==> config.mk <==
export PLATFORM = sky130hd
export DESIGN_NAME = fwd_hazard_ctrl
export DESIGN_NICKNAME = d
export VERILOG_FILES = /design/src/rtl/rv_pipe_pkg.sv /design/src/rtl/fwd_sel_logic.sv /design/src/rtl/fwd_hazard_ctrl.sv
export SDC_FILE = /design/constraint.sdc
export NUM_CORES = 1
export LEC_CHECK = 0
export ABC_AREA = 1
export BUFFER_PORTS_ARGS = -buffer_cell sky130_fd_sc_hd__buf_4
export CELL_PAD_IN_SITES_DETAIL_PLACEMENT = 1
export CELL_PAD_IN_SITES_GLOBAL_PLACEMENT = 2
export CORE_AREA = 5 5 111 113
export DETAILED_ROUTE_END_ITERATION = 10
export DIE_AREA = 0 0 116 118
export HOLD_SLACK_MARGIN = 0.1
export PLACE_DENSITY_LB_ADDON = 0.25
export REMOVE_ABC_BUFFERS = 1
export SLEW_MARGIN = 20
export SYNTH_ARGS = -nofsm -noshare
export SYNTH_HDL_FRONTEND = slang
export SYNTH_HIERARCHICAL = 1
export SYNTH_SLANG_ARGS = --single-unit
==> constraint.sdc <==
create_clock -name clk -period 1.9 [get_ports clk]
set_input_delay 0 -clock clk [delete_from_list [all_inputs] [get_ports clk]]
set_output_delay 0 -clock clk [all_outputs]
set_load 0.005 [all_outputs]
==> src/rtl/rv_pipe_pkg.sv <==
`default_nettype none
// ============================================================================
// rv_pipe_pkg
// Shared pipeline definitions: forwarding select codes and the stage record.
// Revision: 1.0
// ============================================================================
package rv_pipe_pkg;

  localparam int RA_W_DEF = 5;

  localparam logic [1:0] FWD_RF    = 2'b00;
  localparam logic [1:0] FWD_EXMEM = 2'b01;
  localparam logic [1:0] FWD_MEMWB = 2'b10;
  localparam logic [1:0] FWD_RET   = 2'b11;

  // Reference layout at the default register-address width.
  typedef struct packed {
    logic                v;
    logic [RA_W_DEF-1:0] rd;
    logic [RA_W_DEF-1:0] rs1;
    logic [RA_W_DEF-1:0] rs2;
    logic                use1;
    logic                use2;
    logic                regwrite;
    logic                memread;
  } stage_entry_t;

  localparam int STAGE_ENTRY_W = $bits(stage_entry_t);

  function automatic int stage_entry_width(input int ra_w);
    return 3 * ra_w + 5;
  endfunction

endpackage
`default_nettype wire

==> src/rtl/fwd_sel_logic.sv <==
`default_nettype none
// ============================================================================
// fwd_sel_logic
// Priority compare of one EX source register against MEM, WB and RET writers.
// Revision: 1.0
// ============================================================================
module fwd_sel_logic
  import rv_pipe_pkg::*;
#(
  parameter int RA_W = RA_W_DEF
) (
  input  logic            ex_v,
  input  logic            ex_use,
  input  logic [RA_W-1:0] ex_rs,
  input  logic            mem_v,
  input  logic            mem_regwrite,
  input  logic [RA_W-1:0] mem_rd,
  input  logic            wb_v,
  input  logic            wb_regwrite,
  input  logic [RA_W-1:0] wb_rd,
  input  logic            ret_v,
  input  logic            ret_regwrite,
  input  logic [RA_W-1:0] ret_rd,
  output logic [1:0]      sel
);

  logic w_mem_hit;
  logic w_wb_hit;
  logic w_ret_hit;

  // x0 is hard-wired zero, so a write to it never produces a forward.
  assign w_mem_hit = mem_v & mem_regwrite & (mem_rd != '0) & (mem_rd == ex_rs);
  assign w_wb_hit  = wb_v  & wb_regwrite  & (wb_rd  != '0) & (wb_rd  == ex_rs);
  assign w_ret_hit = ret_v & ret_regwrite & (ret_rd != '0) & (ret_rd == ex_rs);

  always_comb begin
    sel = FWD_RF;
    if (ex_v && ex_use) begin
      if (w_mem_hit)      sel = FWD_EXMEM;
      else if (w_wb_hit)  sel = FWD_MEMWB;
      else if (w_ret_hit) sel = FWD_RET;
    end
  end

endmodule
`default_nettype wire

==> src/rtl/fwd_hazard_ctrl.sv <==
`default_nettype none
// ============================================================================
// fwd_hazard_ctrl
// Shadow EX/MEM/WB/RET tracking, operand forwarding selects, load-use stall.
// Revision: 1.0
// ============================================================================
module fwd_hazard_ctrl
  import rv_pipe_pkg::*;
#(
  parameter int RA_W  = RA_W_DEF,
  parameter int CNT_W = 16
) (
  input  logic             clk,
  input  logic             rst,
  input  logic             id_valid,
  input  logic [RA_W-1:0]  id_rs1,
  input  logic [RA_W-1:0]  id_rs2,
  input  logic             id_use_rs1,
  input  logic             id_use_rs2,
  input  logic [RA_W-1:0]  id_rd,
  input  logic             id_regwrite,
  input  logic             id_memread,
  input  logic             hold,
  input  logic             flush,
  output logic [1:0]       fwd_a_sel,
  output logic [1:0]       fwd_b_sel,
  output logic             lu_stall,
  output logic [CNT_W-1:0] stall_cnt
);

  typedef struct packed {
    logic            v;
    logic [RA_W-1:0] rd;
    logic [RA_W-1:0] rs1;
    logic [RA_W-1:0] rs2;
    logic            use1;
    logic            use2;
    logic            regwrite;
    logic            memread;
  } ex_entry_t;

  // Past EX only the writer identity matters.
  typedef struct packed {
    logic            v;
    logic [RA_W-1:0] rd;
    logic            regwrite;
  } wr_entry_t;

  ex_entry_t        r_ex;
  wr_entry_t        r_mem;
  wr_entry_t        r_wb;
  wr_entry_t        r_ret;
  logic [CNT_W-1:0] r_stall_cnt;

  ex_entry_t w_id_entry;
  wr_entry_t w_ex_wr;
  logic      w_ex_load;
  logic      w_rs1_hit;
  logic      w_rs2_hit;
  logic      w_lu_stall;

  always_comb begin
    w_id_entry          = '0;
    w_id_entry.v        = id_valid;
    w_id_entry.rd       = id_rd;
    w_id_entry.rs1      = id_rs1;
    w_id_entry.rs2      = id_rs2;
    w_id_entry.use1     = id_use_rs1;
    w_id_entry.use2     = id_use_rs2;
    w_id_entry.regwrite = id_regwrite;
    w_id_entry.memread  = id_memread;
  end

  always_comb begin
    w_ex_wr          = '0;
    w_ex_wr.v        = r_ex.v;
    w_ex_wr.rd       = r_ex.rd;
    w_ex_wr.regwrite = r_ex.regwrite;
  end

  assign w_ex_load  = r_ex.v & r_ex.memread & r_ex.regwrite & (r_ex.rd != '0);
  assign w_rs1_hit  = id_use_rs1 & (id_rs1 == r_ex.rd);
  assign w_rs2_hit  = id_use_rs2 & (id_rs2 == r_ex.rd);
  // A flush kills the consumer anyway, and a hold re-evaluates next cycle.
  assign w_lu_stall = w_ex_load & id_valid & (w_rs1_hit | w_rs2_hit) & ~flush & ~hold;

  always_ff @(posedge clk or posedge rst) begin
    if (rst) begin
      r_ex        <= '0;
      r_mem       <= '0;
      r_wb        <= '0;
      r_ret       <= '0;
      r_stall_cnt <= '0;
    end else if (!hold) begin
      r_mem <= w_ex_wr;
      r_wb  <= r_mem;
      r_ret <= r_wb;
      if (flush || w_lu_stall) begin
        r_ex <= '0;
      end else begin
        r_ex <= w_id_entry;
      end
      if (w_lu_stall && (r_stall_cnt != '1)) begin
        r_stall_cnt <= r_stall_cnt + CNT_W'(1);
      end
    end
  end

  fwd_sel_logic #(.RA_W(RA_W)) u_sel_a (
    .ex_v         (r_ex.v),
    .ex_use       (r_ex.use1),
    .ex_rs        (r_ex.rs1),
    .mem_v        (r_mem.v),
    .mem_regwrite (r_mem.regwrite),
    .mem_rd       (r_mem.rd),
    .wb_v         (r_wb.v),
    .wb_regwrite  (r_wb.regwrite),
    .wb_rd        (r_wb.rd),
    .ret_v        (r_ret.v),
    .ret_regwrite (r_ret.regwrite),
    .ret_rd       (r_ret.rd),
    .sel          (fwd_a_sel)
  );

  fwd_sel_logic #(.RA_W(RA_W)) u_sel_b (
    .ex_v         (r_ex.v),
    .ex_use       (r_ex.use2),
    .ex_rs        (r_ex.rs2),
    .mem_v        (r_mem.v),
    .mem_regwrite (r_mem.regwrite),
    .mem_rd       (r_mem.rd),
    .wb_v         (r_wb.v),
    .wb_regwrite  (r_wb.regwrite),
    .wb_rd        (r_wb.rd),
    .ret_v        (r_ret.v),
    .ret_regwrite (r_ret.regwrite),
    .ret_rd       (r_ret.rd),
    .sel          (fwd_b_sel)
  );

  assign lu_stall  = w_lu_stall;
  assign stall_cnt = r_stall_cnt;

endmodule
`default_nettype wire

== Word-level counts from Yosys, hierarchy flattened ==
Cells that the tools add are included.
Storage, ports and cells
  word-level logic and storage cells: 70
  bits in registers: 57
  output and inout port bits: 21
Cells by class
  mux-type cells: 9
  reductions and logical operators: 9
  eq/ne operators: 9
  bitwise gates (word level): 24
  add/sub/neg operators: 1
Operators by type and width (count)
  5-bit equality test: 8
  1-bit AND: 21
  20-bit two-way mux: 1
  5-bit nonzero test: 4
  16-bit by 1-bit adder with 16-bit output (second input constant): 1
  2-bit two-way mux: 8
  16-bit inequality test (second input constant): 1
  1-bit logical AND: 3
  1-bit NOT: 2
  2-bit AND reduction: 1
  1-bit logical OR: 1
  1-bit bitwise OR: 1

== Depth between registers and ports, before layout ==
Gate-level depths: netlist of the first run.
  depth in word-level cells: 9
  gate-level depth with buffers: 12
  gate-level depth less buffers: 11

== Hierarchy ==
Netlist of the first run, hierarchy kept.
By module, submodules not included
  fwd_hazard_ctrl: cells an instance 355, seq. area each 1426.4 µm², area an instance 2768.9 µm², times used 1
  fwd_sel_logic: cells an instance 91, seq. area each 0.0 µm², area an instance 370.4 µm², times used 2

== Least setup slack after synthesis of the first run ==
No wires, ideal clock.
  path kind: register -> register
  start: reg r_stall_cnt[0] (netlist: stall_cnt[0])
  end: reg r_stall_cnt[8] (netlist: stall_cnt[8])
  required time: 1.783 ns
  clock period less this slack: 1.474 ns
  setup slack: 0.426 ns
  data arrival time: 1.357 ns
  library setup time: 0.117 ns
  cell stages (with the launch flop): 10
  cell sequence: dfrtp_1 ha_1 nand2_1 nor2_2 nand4_2 nand3_4 inv_2 buf_6 nand3b_1 nand2_1
Between the ends
  cells in the longest elaborated chain, start to end: 3
  elaborated cells on any way between the ends: 4
  classes of those cells: add/sub (1); eq/ne (1); reduce/logical (2)
Ends and longest elaborated chain
  start, declared: RTL line fwd_hazard_ctrl.sv:53  | logic [CNT_W-1:0] r_stall_cnt;
  start signal, assigned: RTL line fwd_hazard_ctrl.sv:104  | r_stall_cnt <= r_stall_cnt + CNT_W'(1);
  branches (longest 3 deep; another with 16-bit by 1-bit adder with 16-bit output)
Parallel ways; which one is timed is not known.
A chain may end at the register's enable or synchronous reset.

== Worst setup path after layout of the first run ==
  start: reg r_ex[6] (netlist bit)
  end: out fwd_b_sel[1]
Between the ends
  cells in the longest elaborated chain, start to end: 6
  elaborated cells on any way between the ends: 10
  classes of those cells: eq/ne (3); mux (4); bitwise (3)
Ends and longest elaborated chain
  start, declared: RTL line fwd_hazard_ctrl.sv:49  | ex_entry_t r_ex;
  start signal, assigned: RTL line fwd_hazard_ctrl.sv:101  | r_ex <= w_id_entry;
  5-bit equality test: RTL line fwd_sel_logic.sv:34  | assign w_ret_hit = ret_v & ret_regwrite & (ret_rd != '0) & (ret_rd == ex_rs);
  1-bit AND: RTL line fwd_sel_logic.sv:34
  2-bit two-way mux: RTL line fwd_sel_logic.sv:41  | else if (w_ret_hit) sel = FWD_RET;
  2-bit two-way mux: RTL line fwd_sel_logic.sv:40  | else if (w_wb_hit) sel = FWD_MEMWB;
  2-bit two-way mux *: RTL line fwd_sel_logic.sv:39  | if (w_mem_hit) sel = FWD_EXMEM;
  2-bit two-way mux *: RTL line fwd_sel_logic.sv:38  | if (ex_v && ex_use) begin
  end, declared: RTL line fwd_hazard_ctrl.sv:26  | output logic [1:0] fwd_b_sel,
Mark *: on every way between the ends. The rest lies on a longest branch, timed or not.

==> results of run 1 <==
worst register-to-register path, delay by kind of cell (launching register included):
kind          cells  cell delay, ps
fa+ha+maj         1             230
flops             1             430
buf+inv           1             230
simple gates      7             680
what timing repair did:
action,CTS,global route
endpoints found under the setup margin,0,9
resized for setup,0,2
endpoints found under the hold margin,69,1
hold buffers,22,2
buffers inserted,0,10
cell families after synthesis:
group | after synthesis
adder cells (fa/ha/maj) | 1
AND/OR/NAND/NOR | 330
AO/OA/AOI/OAI | 50
XOR/XNOR | 3
buffers and inverters | 96
flip-flops | 57
final timing paths:
| path | cells after the start | endpoint | slack, ps |
|---|---|---|---|
| max | 9 | fwd_b_sel[1] | 210 |
| min | 3 | r_ex[17]$_DFFE_PP0N_ | 260 |
| max reg2reg | 9 | stall_cnt[9]$_DFFE_PP0P_ | 230 |
| min reg2reg | 2 | r_ex[3]$_DFFE_PP0N_ | 490 |
| max in group asynchronous | 4 | r_ret[2]$_DFFE_PP0N_ | 1060 |
| min in group clk | 8 | r_ex[19]$_DFFE_PP0N_ | 350 |
layout by cell type, fill, tap and decap left out, types with 2 or more instances in the layout:
| cell type | Yosys | final |
|---|---|---|
| a21oi_1 | 6 | 6 |
| a21oi_2 | 2 | 2 |
| buf_4 | 0 | 56 |
| bufinv_16 | 0 | 2 |
| clkbuf_16 | 0 | 9 |
| clkinv_2 | 0 | 2 |
| dfrtp_1 | 57 | 57 |
| dlygate4sd3_1 | 0 | 23 |
| inv_1 | 67 | 66 |
| inv_2 | 17 | 18 |
| nand2_1 | 226 | 226 |
| nand2_4 | 1 | 2 |
| nand3_1 | 19 | 19 |
| nand3b_1 | 8 | 8 |
| nand4_1 | 7 | 7 |
| nor2_1 | 53 | 52 |
| nor2_2 | 5 | 6 |
| nor2_4 | 2 | 2 |
| nor3_1 | 3 | 3 |
| o21ai_0 | 24 | 24 |
| o21ai_1 | 12 | 12 |
| o22ai_1 | 6 | 6 |
| xnor2_1 | 3 | 3 |
where the power goes:
| part | leakage (nW) | switching [mW] | internal, mW | total, mW |
|---|---|---|---|---|
| Combinational | 1.52 | 0.320 | 0.230 | 0.550 |
| Clock | 0.159 | 0.565 | 1.17 | 1.74 |
| Sequential | 0.744 | 0.133 | 1.30 | 1.43 |
| Total | 2.43 | 1.02 | 2.70 | 3.72 |
layout make-up:
cell class                      instances  area (µm²)  share of cell area [%]
Inverter                               84         315                    6.84
Clock inverter                          5        78.8                    1.71
Multi-Input combinational cell        384        1700                    36.9
Tap cell                              143         179                    3.88
Timing Repair Buffer                   80         671                    14.5
Clock buffer                           10         239                    5.18
Sequential cell                        57        1430                    30.9
routing by layer:
layer / vias up / share of wire [%]
li1: 1799 / -
met1: 1669 / 49
met2: 35 / 48
met3: 4 / 2.4
met4: 0 / 0.67
met5: - / 0
registers in the layout (all words and copies together), names as in the netlist:
register / flops
stall_cnt: 16
r_ex: 20
r_ret: 7
r_mem: 7
r_wb: 7
==> results.sh, run 1 <==
export IMPL_outcome="finished, final reports clean"
export IMPL_core_area_mm2=0.0112
export IMPL_clockRootBuffer="clkbuf_16"
export IMPL_die_h_um=118
export IMPL_synth_top_area_share_pct=40.6
export IMPL_rows=39
export IMPL_drtAntennaViolNets=0
export IMPL_final_cells=763
export IMPL_start_kind="flip-flop"
export IMPL_syn2layout_area_growth_pct=31.3
export IMPL_yosys_most_used_dff="dfrtp_1"
export IMPL_clk_latency_ps=320
export IMPL_synth_top_cells_by_count="nand2_1, inv_1, dfrtp_1, nor2_1, o21ai_0"
export IMPL_slew_headroom_pct=70.6
export IMPL_detailroute_via_count=3507
export IMPL_post_synth_top_count_cell="nand2_1"
export IMPL_syn_area_mm2=0.00351
export IMPL_pwr_density_cell_mw_per_mm2=808
export IMPL_gp_congestion=0.770
export IMPL_track_usage_pct=16.7
export IMPL_synth_async_reset_ratio_pct=100
export IMPL_drt_vias_per_instance=4.60
export IMPL_maxClockFrequency_ghz=0.591
export IMPL_wl_um=10800
export IMPL_use_met1_pct=23.4
export IMPL_finClkSkew_ps=7.71
export IMPL_synth_seq_area_share_pct=40.6
export IMPL_synthMuxAreaShare_pct=0
export IMPL_htree_num_levels=3
export IMPL_grt_max_degree=42
export IMPL_slowest_stage="dfrtp_1"
export IMPL_arrival_ps=1690
export IMPL_min_period_ps=1690
export IMPL_grtUsageMet2_pct=26.9
export IMPL_synth_area_per_cell_um2=6.54
export IMPL_drt_initial_drc_count=117
export IMPL_drt_pass1_iterations=4
export IMPL_tightestPinTransition_ps=441
export IMPL_layout_drive_gt1_share_pct=17.3
export IMPL_ys_warnings_count=6
export IMPL_synth_xor_area_share_pct=0.749
export IMPL_wl_per_cell_um=14.2
export IMPL_leakagePower_nw=2.43
export IMPL_fin_tns_setup_ps=0
export IMPL_yosys_area_top_type="dfrtp_1"
export IMPL_critPathBufInv=4
export IMPL_finalCritPeriodShare_pct=89.0
export IMPL_cp_end_kind="output pin"
export IMPL_place_area_mm2=0.00398
export IMPL_worst_slack_ps=209
export IMPL_start_util_pct=31.3
export IMPL_yosys_area_share_simple_pct=39.6
export IMPL_place_ws_ps=147
export IMPL_final_hold_viol_count=0
export IMPL_total_power_mw=3.72
export IMPL_dpl_hpwl_um=7860
export IMPL_final_area_mm2=0.00461
export IMPL_grt_pass1_wl_um=18400
export IMPL_nNetsFinal=641
export IMPL_cts_tree="yes"
export IMPL_crit_path_start="r_ex[6]$_DFFE_PP0N_"
export IMPL_synth_compound_area_share_pct=7.56
export IMPL_numCtsBuffers=9
export IMPL_grt_pass1_vias=3669
export IMPL_route_detailed_drc=0
export IMPL_io_buffers=44
export IMPL_antenna_found_initial=0
export IMPL_rsz0062_at_grt="no"
export IMPL_gr_total_overflow=0
export IMPL_finalHoldWorstSlack_ps=259
export IMPL_ys_seq_elements=57
export IMPL_finalSetupViolCount=0
export IMPL_die_area_mm2=0.0137
export IMPL_final_core_utilization_pct=41.1
export IMPL_ir_worst_vdd_v=0.000334
export IMPL_synth_distinct_cells=26
export IMPL_synth_top_family_by_area="simple AND/OR/NAND/NOR gates"
export IMPL_fillers=1489
export IMPL_slew_viol_final=0
export IMPL_max_cap_violations=0
export IMPL_worst_hold_path_type="in2async"
export IMPL_busiest_layer="met2"
export IMPL_clk_pin_slew_ps=60
export IMPL_crit_path_max_fanout=5
export IMPL_critPathTopFamily="flip-flops"
export IMPL_criticalPathCategory="reg2out"
export IMPL_synthTopCellsByArea="dfrtp_1, nand2_1, inv_1, nor2_1, o21ai_0"
export IMPL_numClockSinks=57
export IMPL_path_cells="inv_2 -> o21ai_0 -> inv_1 -> nand2_1 -> nor2_1 -> a21oi_1 -> nand2_1 -> inv_1 -> buf_4"
export IMPL_r2r_start="stall_cnt[0]$_DFFE_PP0P_"
export IMPL_max_clock_path_buffers=2
export IMPL_antennaDiodeCount=0
export IMPL_max_stage_delay_ps=480
export IMPL_io_pins=45
export IMPL_grt_met3_usage_pct=3.03
export IMPL_synth_cells=537
export IMPL_cp_required_ps=1900
export IMPL_synth_edf_count=0
export IMPL_place_inst=715
export IMPL_chipWidth_um=116
export IMPL_synth_adder_area_share_pct=0.357
Power figures use the tool's default switching activity.
==> inputs of run 2 (changes only) <==
CORE_AREA = 5 5 112 114   (was 5 5 111 113)
DIE_AREA = 0 0 117 119   (was 0 0 116 118)
SYNTH_HIERARCHICAL = default   (was 1)
==> run 2 against run 1 <==
Final area about the same; routed wire length down 3.0%; clock skew up 3.0 ps; hold slack better by 36 ps; flip-flop and latch count unchanged; non-clock buffer count down 6; global-route usage down 0.82 points; critical path depth unchanged; maximum frequency down 4.4%; power down 1.1%; synthesized area up 1.1%; combinational power down 12%; critical path type is now reg2reg; largest cell class unchanged; largest power group unchanged.
==> results.sh, run 2 <==
export IMPL_synth_top_cells_by_count="nand2_1, dfrtp_1, inv_1, nor2_1, nand3_1"
export IMPL_critPathTopFamily="simple AND/OR/NAND/NOR gates"
export IMPL_grt_pass1_wl_um=17500
export IMPL_antennaDiodeCount=0
export IMPL_track_usage_pct=15.9
export IMPL_cts_tree="yes"
export IMPL_drt_pass1_iterations=4
export IMPL_antenna_found_initial=0
export IMPL_syn2layout_area_growth_pct=29.8
export IMPL_crit_path_start="stall_cnt[1]$_DFFE_PP0P_"
export IMPL_grt_pass1_vias=3426
export IMPL_drt_initial_drc_count=115
export IMPL_synth_distinct_cells=29
export IMPL_max_cap_violations=0
export IMPL_synthTopCellsByArea="dfrtp_1, nand2_1, inv_1, nor2_1, nand3_1"
export IMPL_core_area_mm2=0.0113
export IMPL_io_pins=45
export IMPL_cp_required_ps=2170
export IMPL_r2r_start="stall_cnt[1]$_DFFE_PP0P_"
export IMPL_cts_setup_buffers=0
export IMPL_synth_area_per_cell_um2=6.94
export IMPL_layout_drive_gt1_share_pct=15.4
export IMPL_fin_tns_setup_ps=0
export IMPL_worst_hold_path_type="in2async"
export IMPL_drtAntennaViolNets=0
export IMPL_synth_async_reset_ratio_pct=100
export IMPL_clk_pin_slew_ps=50
export IMPL_min_period_ps=1770
export IMPL_synth_cells=511
export IMPL_outcome="finished, final reports clean"
export IMPL_post_synth_top_count_cell="nand2_1"
export IMPL_slew_viol_final=0
export IMPL_largest_reg_flops=20
export IMPL_rows=39
export IMPL_detailroute_via_count=3374
export IMPL_chipWidth_um=117
export IMPL_criticalPathCategory="reg2reg"
export IMPL_maxClockFrequency_ghz=0.565
export IMPL_critPathBufInv=0
export IMPL_clk_latency_ps=330
export IMPL_io_buffers=44
export IMPL_finClkSkew_ps=10.7
export IMPL_htree_num_levels=3
export IMPL_cp_end_kind="flip-flop"
export IMPL_yosys_most_used_dff="dfrtp_1"
export IMPL_r2r_end="stall_cnt[6]$_DFFE_PP0P_"
export IMPL_power_switching_uw=953
export IMPL_top_register="r_ex"
export IMPL_mostFrequentLayoutCell="nand2_1"
export IMPL_ys_warnings_count=0
export IMPL_swShare_pct=25.9
export IMPL_ir_worst_vdd_v=0.000345
export IMPL_rsz0062_at_grt="no"
export IMPL_gr_total_overflow=0
export IMPL_reg2reg_depth=9
export IMPL_slew_headroom_pct=55.6
export IMPL_dpl_hpwl_um=7470
export IMPL_crit_path_max_fanout=16
export IMPL_clockRootBuffer="clkbuf_16"
export IMPL_reg2reg_slack_ps=130
export IMPL_gp_congestion=0.774
export IMPL_start_util_pct=31.3
export IMPL_wl_per_cell_um=14.5
export IMPL_wl_um=10500
export IMPL_leakagePower_nw=2.51
export IMPL_pwr_density_cell_mw_per_mm2=800
export IMPL_finalCritPeriodShare_pct=93.1
export IMPL_p_int_mw=2.73
export IMPL_synth_top_area_share_pct=40.2
export IMPL_path_cells="ha_1 -> nand3_2 -> nor2_4 -> nand2_4 -> nor2_8 -> nand2_4 -> nand3_4 -> nand2_1 -> nand2_1"
export IMPL_seqPwrFrac_pct=38.2
export IMPL_synth_edf_count=0
export IMPL_finalSetupViolCount=0
export IMPL_drt_vias_per_instance=4.64
export IMPL_nNetsFinal=604
export IMPL_grt_max_degree=58
export IMPL_numCtsBuffers=9
export IMPL_tightestPinTransition_ps=666
export IMPL_syn_area_mm2=0.00355
export IMPL_arrival_ps=2040
export IMPL_numClockSinks=57
export IMPL_synth_seq_area_share_pct=40.2
export IMPL_route_detailed_drc=0
export IMPL_pwr_share_clk_pct=48.7
export IMPL_yosys_area_top_type="dfrtp_1"
export IMPL_start_kind="flip-flop"
export IMPL_combPwrFrac_pct=13.1
export IMPL_slowest_stage="dfrtp_1"
export IMPL_max_clock_path_buffers=2
export IMPL_ys_seq_elements=57
export IMPL_final_hold_viol_count=0
export IMPL_max_stage_delay_ps=400
export IMPL_die_h_um=119
export IMPL_die_area_mm2=0.0139
export IMPL_total_power_mw=3.68
export IMPL_mostFrequentLayoutCells="nand2_1, inv_1, nor2_1, dfrtp_1, buf_4"
-- run 2: through the flow --
step           util, %  hold WS [ps]  instance area [µm²]  instances  worst slack, ps
2_1_floorplan        -           107                 3460        494              370
3_3_place_gp      35.7           104                 4040        689              142
3_5_place_dp      35.7           104                 4040        689              116
4_1_cts           40.6           308                 4600        727             67.7
5_1_grt           40.7           343                 4610        727             5.62
6_report          40.7           295                 4610        727              131
-- run 2: kinds of logic after synthesis --
| logic type | count (synthesis) | synth area share (%) |
|---|---|---|
| buf+inv | 77 | 8.78 |
| fa+ha+maj | 1 | 0.353 |
| compound gates | 21 | 3.03 |
| simple gates | 324 | 40.0 |
| flops | 57 | 40.2 |
| xor+xnor | 31 | 7.65 |
-- run 2: worst register-to-register path: cells and delay by family, from the launching register on --
family | cells | cell delay [ps]
flops | 1 | 400
fa+ha+maj | 1 | 230
simple gates | 8 | 1090
-- run 2: area by class of cell --
cell class	instances	area (µm²)
fill	1431	6710
multi-input combinational	377	1820
sequential	57	1430
timing repair buffer	74	623
clock buffer	11	253
inverter	60	225
tap	143	179
clock inverter	5	77.6
-- run 2: timing repair --
action,in CTS,in global routing
hold buffers,22,0
pin swaps,0,0
gates resized for setup,1,4
endpoints found under the hold margin,83,0
setup endpoints to repair,1,2
-- run 2: power groups by stage --
| stage | registers [mW] | logic, mW | clock network [mW] |
|---|---|---|---|
| finish | 1.41 | 0.482 | 1.79 |
| global route | 1.42 | 0.557 | 1.91 |
| CTS | 1.41 | 0.493 | 1.84 |
| detailed placement | 1.43 | 0.456 | 0 |
| global placement | 1.42 | 0.444 | 0 |
| floorplan | 1.40 | 0.297 | 0 |
-- run 2: how the worst max path moves through the flow --
stage	endpoint	slack [ps]	cells past startpoint
after floorplan	stall_cnt[13]$_DFFE_PP0P_	370	9
after global placement	r_ex[7]$_DFFE_PP0N_	140	9
after detailed placement	r_ex[7]$_DFFE_PP0N_	120	9
after CTS	lu_stall	70	9
after global routing	stall_cnt[5]$_DFFE_PP0P_	6	9
final	stall_cnt[6]$_DFFE_PP0P_	130	9
-- run 2: per-layer routing --
metal	GRT usage (%)	vias up	part of all wire, %
li1	-	1716	-
met1	22.4	1602	49
met2	24.5	43	47
met3	3.04	13	3.1
met4	5.02	0	1.2
met5	0	-	0
